<file path="config.mk">
export PLATFORM = sky130hd
export DESIGN_NAME = blockade_tone_bank
export DESIGN_NICKNAME = d
export VERILOG_FILES = /design/src/rtl/blockade_tone_bank.sv
export SDC_FILE = /design/constraint.sdc
export NUM_CORES = 1
export LEC_CHECK = 0
export ABC_CLOCK_PERIOD_IN_PS = 4900
export CORE_MARGIN = 2
export CORE_UTILIZATION = 40
export CTS_CLUSTER_DIAMETER = 200
export DETAILED_ROUTE_END_ITERATION = 16
export GPL_TIMING_DRIVEN = 0
export PLACE_DENSITY_LB_ADDON = 0.3
export REMOVE_ABC_BUFFERS = 1
export SYNTH_ARGS = -nofsm -noshare
export SYNTH_HDL_FRONTEND = slang
export SYNTH_SLANG_ARGS = --single-unit
</file>
<file path="constraint.sdc">
create_clock -name clk -period 4.9 [get_ports clk]
set_clock_uncertainty 0.15 [all_clocks]
set_input_delay 0.98 -clock clk [delete_from_list [all_inputs] [get_ports clk]]
set_output_delay 0.98 -clock clk [all_outputs]
set_load 0.005 [all_outputs]
</file>
<file path="src/rtl/blockade_tone_bank.sv">
// Multi-channel square-wave tone generator sharing one prescaler,
// mixed into a saturated, registered signed 16-bit audio sample.
module blockade_tone_bank #(
  parameter int CHANNELS = 2,
  parameter int CNT_W    = 8,
  parameter int PRESCALE = 191,
  parameter int AMP      = 30000
) (
  input  logic                clk,
  input  logic                reset,
  input  logic                wr,
  input  logic                wr_sel,
  input  logic [2:0]          wr_chan,
  input  logic [CNT_W-1:0]    wr_data,
  output logic                tick,
  output logic [CHANNELS-1:0] tone_out,
  output logic signed [15:0]  audio
);

  localparam int PW = $clog2(PRESCALE);
  localparam int SW = 20;
  localparam logic [PW-1:0] LAST = PW'(PRESCALE - 1);
  localparam logic [CNT_W-1:0] ONES = '1;
  localparam logic signed [SW-1:0] MAXV = SW'(32767);
  localparam logic signed [SW-1:0] MINV = -SW'(32768);

  logic [PW-1:0] pre_q, pre_d;

  assign tick  = (pre_q == LAST);
  assign pre_d = tick ? '0 : pre_q + 1'b1;

  always_ff @(posedge clk or posedge reset) begin
    if (reset) pre_q <= '0;
    else       pre_q <= pre_d;
  end

  logic signed [SW-1:0] contrib_a [CHANNELS];

  for (genvar g = 0; g < CHANNELS; g++) begin : g_ch
    logic [CNT_W-1:0]     reload_q, reload_d;
    logic [CNT_W-1:0]     count_q, count_d;
    logic                 en_q, en_d, sq_q, sq_d;
    logic [1:0]           vol_q, vol_d;
    logic                 hit;
    logic signed [SW-1:0] mag;

    assign hit = wr && (wr_chan == 3'(g));

    always_comb begin
      reload_d = reload_q;
      en_d     = en_q;
      vol_d    = vol_q;
      count_d  = count_q;
      sq_d     = sq_q;
      if (hit && !wr_sel) reload_d = wr_data;
      if (hit && wr_sel) begin
        en_d  = wr_data[0];
        vol_d = wr_data[2:1];
      end
      // disabling in this cycle overrides any tick activity
      if (!en_q || !en_d) begin
        count_d = reload_d;
        sq_d    = 1'b0;
      end else if (tick && reload_q != ONES) begin
        if (count_q == ONES) begin
          count_d = reload_d;
          sq_d    = !sq_q;
        end else begin
          count_d = count_q + 1'b1;
        end
      end
    end

    always_ff @(posedge clk or posedge reset) begin
      if (reset) begin
        reload_q <= '0;
        count_q  <= '0;
        en_q     <= 1'b0;
        vol_q    <= 2'd0;
        sq_q     <= 1'b0;
      end else begin
        reload_q <= reload_d;
        count_q  <= count_d;
        en_q     <= en_d;
        vol_q    <= vol_d;
        sq_q     <= sq_d;
      end
    end

    assign mag = SW'(AMP >> vol_q);
    assign contrib_a[g] =
      (!en_q || reload_q == ONES) ? '0 :
      (sq_q ? mag : -mag);
    assign tone_out[g] = sq_q;
  end

  logic signed [SW-1:0] sum;
  logic signed [15:0]   sat;
  logic signed [15:0]   audio_q;

  always_comb begin
    sum = '0;
    for (int i = 0; i < CHANNELS; i++) sum = sum + contrib_a[i];
    if (sum > MAXV)      sat = 16'sh7FFF;
    else if (sum < MINV) sat = 16'sh8000;
    else                 sat = sum[15:0];
  end

  always_ff @(posedge clk or posedge reset) begin
    if (reset) audio_q <= '0;
    else       audio_q <= sat;
  end

  assign audio = audio_q;

endmodule

</file>
==> results by stage <==
GRT:
- The number of antenna violations at the first check in global routing was 0.
- The met3 track utilization from global routing is under 10%.
- The largest net degree at the start of global routing is 35.
- The global routing's busiest layer is met2.
- After global routing the overflow that remains totals 0.
- The global routing usage summed across all routing layers is between 10% and 20%.
- The number of global-route vias before repair is around 3600.
- For this run, global-route usage on met1 was measured as between 20% and 30%.
- The first global-routing pass estimated ~17 mm of wire.
- In the global route stage, met2 resource usage came out at 26.5%.

Floorplanning:
- The horizontal die dimension is 114 µm.
- The die covers 0.0129 mm².
- The starting density of the core is between 40% and 50%.
- The number of top-level design ports is 34.
- The number of rows in the core area is 40.
- The region available for standard cell placement spans about 0.012 mm².
- The die span in y is roughly 110 µm.

STA:
- Setup slack closes at between 0.5 and 0.6 ns.
- Setup repair after global routing left no endpoint under its margin.
- The headroom to the max-slew limit is between 10% and 20%.
- The final-report max-slew violation count is 0.
- The count of final hold-check violations was 0.
- Counting I/O delays and the setup requirement, the final critical path takes ~4.4 ns.
- At the pin with the least slew margin, the transition time is roughly 1.2 ns.
- The setup TNS is 0 ns.
- Setup violations remaining at the end of the flow were counted as 0.
- The post-route clock period utilization is 89.5%.
- The peak clock frequency supported by timing is between 200 and 250 MHz.
- Final hold analysis gives a worst-case slack of around 0.33 ns.

Pwr:
- The total power density per cell area is 590 mW/mm².
- Summed over all cells, the static leakage comes to around 2.3 nW.
- The worst ir drop on vdd is between 150 and 200 µV.
- The design draws between 3 and 4 mW.

Worst hold path:
- The tightest min-delay check is of the reg -> reg type.

Cells and area:
- The share of final-layout standard cells stronger than drive strength 1 is about 12%.
- The number of diodes is 0.
- The finished cells cover 0.00551 mm².
- Fill cells in the final layout number between 1000 and 1500.
- Cells fill 46.2% of the core in the end.
- The number of nets in the finished design is just over 600.
- The layout overhead on the synthesized area is 14.2%.
- Across the whole layout, storage elements account for 0.00160 mm².
- The multi-input logic area is 0.00298 mm².
- The count of cells in the finished layout, fillers not included, comes to 716.

Drt:
- Using the TritonRoute via totals, the vias-per-cell ratio works out to between 5 and 6.
- The detail route stage leaves a number of antenna-violating nets equal to 0.
- The final wirelength is 10.1 mm.
- After detailed routing, the average wire length per cell comes to roughly 14 µm.
- The number of detailed-routing iterations run before antenna repair is 4.
- The routed layout has 3894 vias.
- For this block, the initial DRC count from the detailed router was 218.
- The number of remaining DRC errors is 0.

Synthesis:
- The average footprint of a synthesized cell is roughly 9 µm².
- Sorting the synthesized cells by area gives the leading types as dfrtp_1 33%, ha_1 9.9%, nor2_1 5.8%.
- The synthesized netlist devotes between 20% and 30% of its cell area to compound gates.
- The number of warnings printed during yosys synthesis is 0.
- Sequential cells were found to cover approximately a third of the synthesized design area.
- The dominant cell type by area after synthesis is dfrtp_1.
- Of the total synthesized cell area, the portion taken by full adders, half adders and majority gates is between 10% and 20%.
- The synthesized netlist devotes 5.40% of its cell area to XOR and XNOR gates.
- Yosys mapped a number of flops with a built-in enable equal to 0.
- The count of distinct cell types in the synthesized netlist is between 60 and 70.
- The multiplexer area fraction after synthesis is under 10%.
- The most used flip-flop cell after synthesis is dfrtp_1.
- The post-synthesis register bit count is 64.
- After synthesis, the largest family of logic cells by area is compound AO/OA/AOI/OAI gates.
- Summing every instance area after synthesis gives about 0.0048 mm².
- Of all flip-flops after synthesis, the portion carrying an async set or reset was 100%.
- The area fraction of the dominant cell type after synthesis is 33.2%.
- The simple-gate share of the synthesized area is roughly 18%.
- After technology mapping, the gate count stands at between 500 and 600.

Placement:
- The post-detailed-placement half-perimeter wirelength is between 7 and 8 mm.
- The count of buffers from port buffering is 33.
- The global placement routability congestion is just under 0.9.
- The worst slack after detailed placement is 0.498 ns.
- After detailed placement, the total cell area comes to between 0.005 and 0.006 mm².
- The count of placed standard cells including taps is 700.

Clock network:
- The quantity of hold-fixing buffers added after cts is 0.
- The clock tree from TritonCTS is done.
- The clock transition at the register clock pins on the worst setup and hold paths after CTS is 0.05 ns.
- The number of CTS-inserted buffers is 9.
- The TritonCTS sink count is 64.
- In this run the deepest clock path goes through 2 buffers.
- Once the clock tree was built, the resizer swapped 0 gates to a different size.
- The H-tree was split into 3 levels.
- The worst-skew pair later-pin latency is around 0.33 ns.
- The tree is rooted in a clkbuf_16.
- After clock tree synthesis, the setup repair step added 0 buffers.

Critical path:
- The element type at the critical path end is a flip-flop.
- For the worst setup path, the data arrival time is 4.46 ns.
- The slowest stage of the critical path belongs to the cell o21ai_1.
- The critical path goes through nand4_1 -> o21ai_1 -> nor2_1 -> ha_1 -> a21oi_2 -> o21ai_1 -> a2111oi_1 -> a2bb2oi_2 -> xnor2_2 -> nand3_1 -> o21a_1 -> a311oi_1.
- The top fanout value on the critical path is 18.
- The gate family responsible for the most delay along the worst path is compound AO/OA/AOI/OAI gates.
- The largest stage delay on the critical path is ~0.96 ns.
- The kind of critical path is reg -> reg.
- Among the stages of the critical path, the cell type that occurs most often is o21ai_1.
- The critical path contains buffers and inverters numbering 0 combined.
- The worst setup path is launched from a flip-flop.
- Data on the critical path is required at its endpoint by between 4 and 5 ns.

Outcome:
- The flow ran to the end, and the final reports show no timing, DRC or antenna violations.

Flow run:
- The tool flagged a number of max-cap violations equal to 0.
-- cell usage after synthesis, drive strengths merged, types with 6 or more instances --
| library cell | number |
|---|---|
| nand4 | 11 |
| mux2i | 10 |
| a311oi | 9 |
| or2 | 8 |
| o22ai | 6 |
| nand2 | 22 |
| clkbuf | 10 |
| o21ai | 29 |
| xnor2 | 13 |
| o21a | 13 |
| a21o | 8 |
| ha | 38 |
| a21oi | 44 |
| inv | 32 |
| nor2b | 9 |
| xor2 | 15 |
| nor2 | 75 |
| nand3 | 23 |
| nor3 | 14 |
| buf | 12 |
| a211oi | 10 |
| dfrtp | 64 |
| mux2 | 22 |
-- power breakdown --
group | internal, mW | leakage, nW | total [mW] | switching, mW
combinational | 0.800 | 1.42 | 1.79 | 0.993
sequential | 0.719 | 0.775 | 0.878 | 0.159
clock | 0.356 | 0.133 | 0.580 | 0.224
-- placed cells by master (no fill, tap or decap), types with 6 or more instances in the layout --
cell,netlist,routed
ha_1,38,38
nor2_1,74,74
a211oi_1,10,10
xor2_1,14,14
nand2_1,22,22
o22ai_1,6,6
clkbuf_16,0,9
o21ai_0,20,20
dfrtp_1,64,64
mux2i_1,10,10
o21ai_1,8,8
nand3_1,23,23
or2_2,7,7
o21a_1,12,12
inv_1,30,29
mux2_2,22,22
nor2b_1,8,8
nand4_1,11,11
clkdlybuf4s50_1,0,33
nor3_1,14,14
a21oi_1,41,41
a21o_1,8,8
a311oi_1,8,8
xnor2_1,12,12
-- final timing paths --
check,from,to,slack (ns),cells past startpoint
max,g_ch[1].reload_q[6]$_DFF_PP0_,audio[13]$_DFF_PP0_,0.52,12
min,pre_q[5]$_DFF_PP0_,pre_q[5]$_DFF_PP0_,0.33,1
max reg2reg,g_ch[1].reload_q[6]$_DFF_PP0_,audio[13]$_DFF_PP0_,0.52,12
min reg2reg,pre_q[5]$_DFF_PP0_,pre_q[5]$_DFF_PP0_,0.33,1
max in group asynchronous,reset,g_ch[1].vol_q[0]$_DFFE_PP0P_,3.09,3
min in group asynchronous,reset,pre_q[2]$_DFF_PP0_,0.91,2
-- cell families after synthesis --
| logic type | after synthesis |
|---|---|
| xor+xnor | 28 |
| mux | 32 |
| buf+inv | 54 |
| simple gates | 180 |
| fa+ha+maj | 39 |
| flops | 64 |
| compound gates | 144 |
-- routing by layer --
| layer | vias up | part of all wire [%] |
|---|---|---|
| li1 | 1987 | - |
| met1 | 1806 | 48 |
| met2 | 90 | 47 |
| met3 | 11 | 3.8 |
| met4 | 0 | 1.7 |
| met5 | - | 0 |
-- layout make-up --
cell class,count,share of cell area [%]
Multi-Input combinational cell,423,54.0
Tap cell,147,3.34
Clock inverter,4,0.545
Timing Repair Buffer,34,6.36
Inverter,32,2.18
Clock buffer,12,4.48
Sequential cell,64,29.1
-- sequential cells by signal, summed over array words and instances (netlist names) --
signal,count
g_ch.vol_q,4
g_ch.count_q,16
g_ch.sq_q,2
audio,16
g_ch.en_q,2
pre_q,8
g_ch.reload_q,16
(Power assumes the default switching activity.)
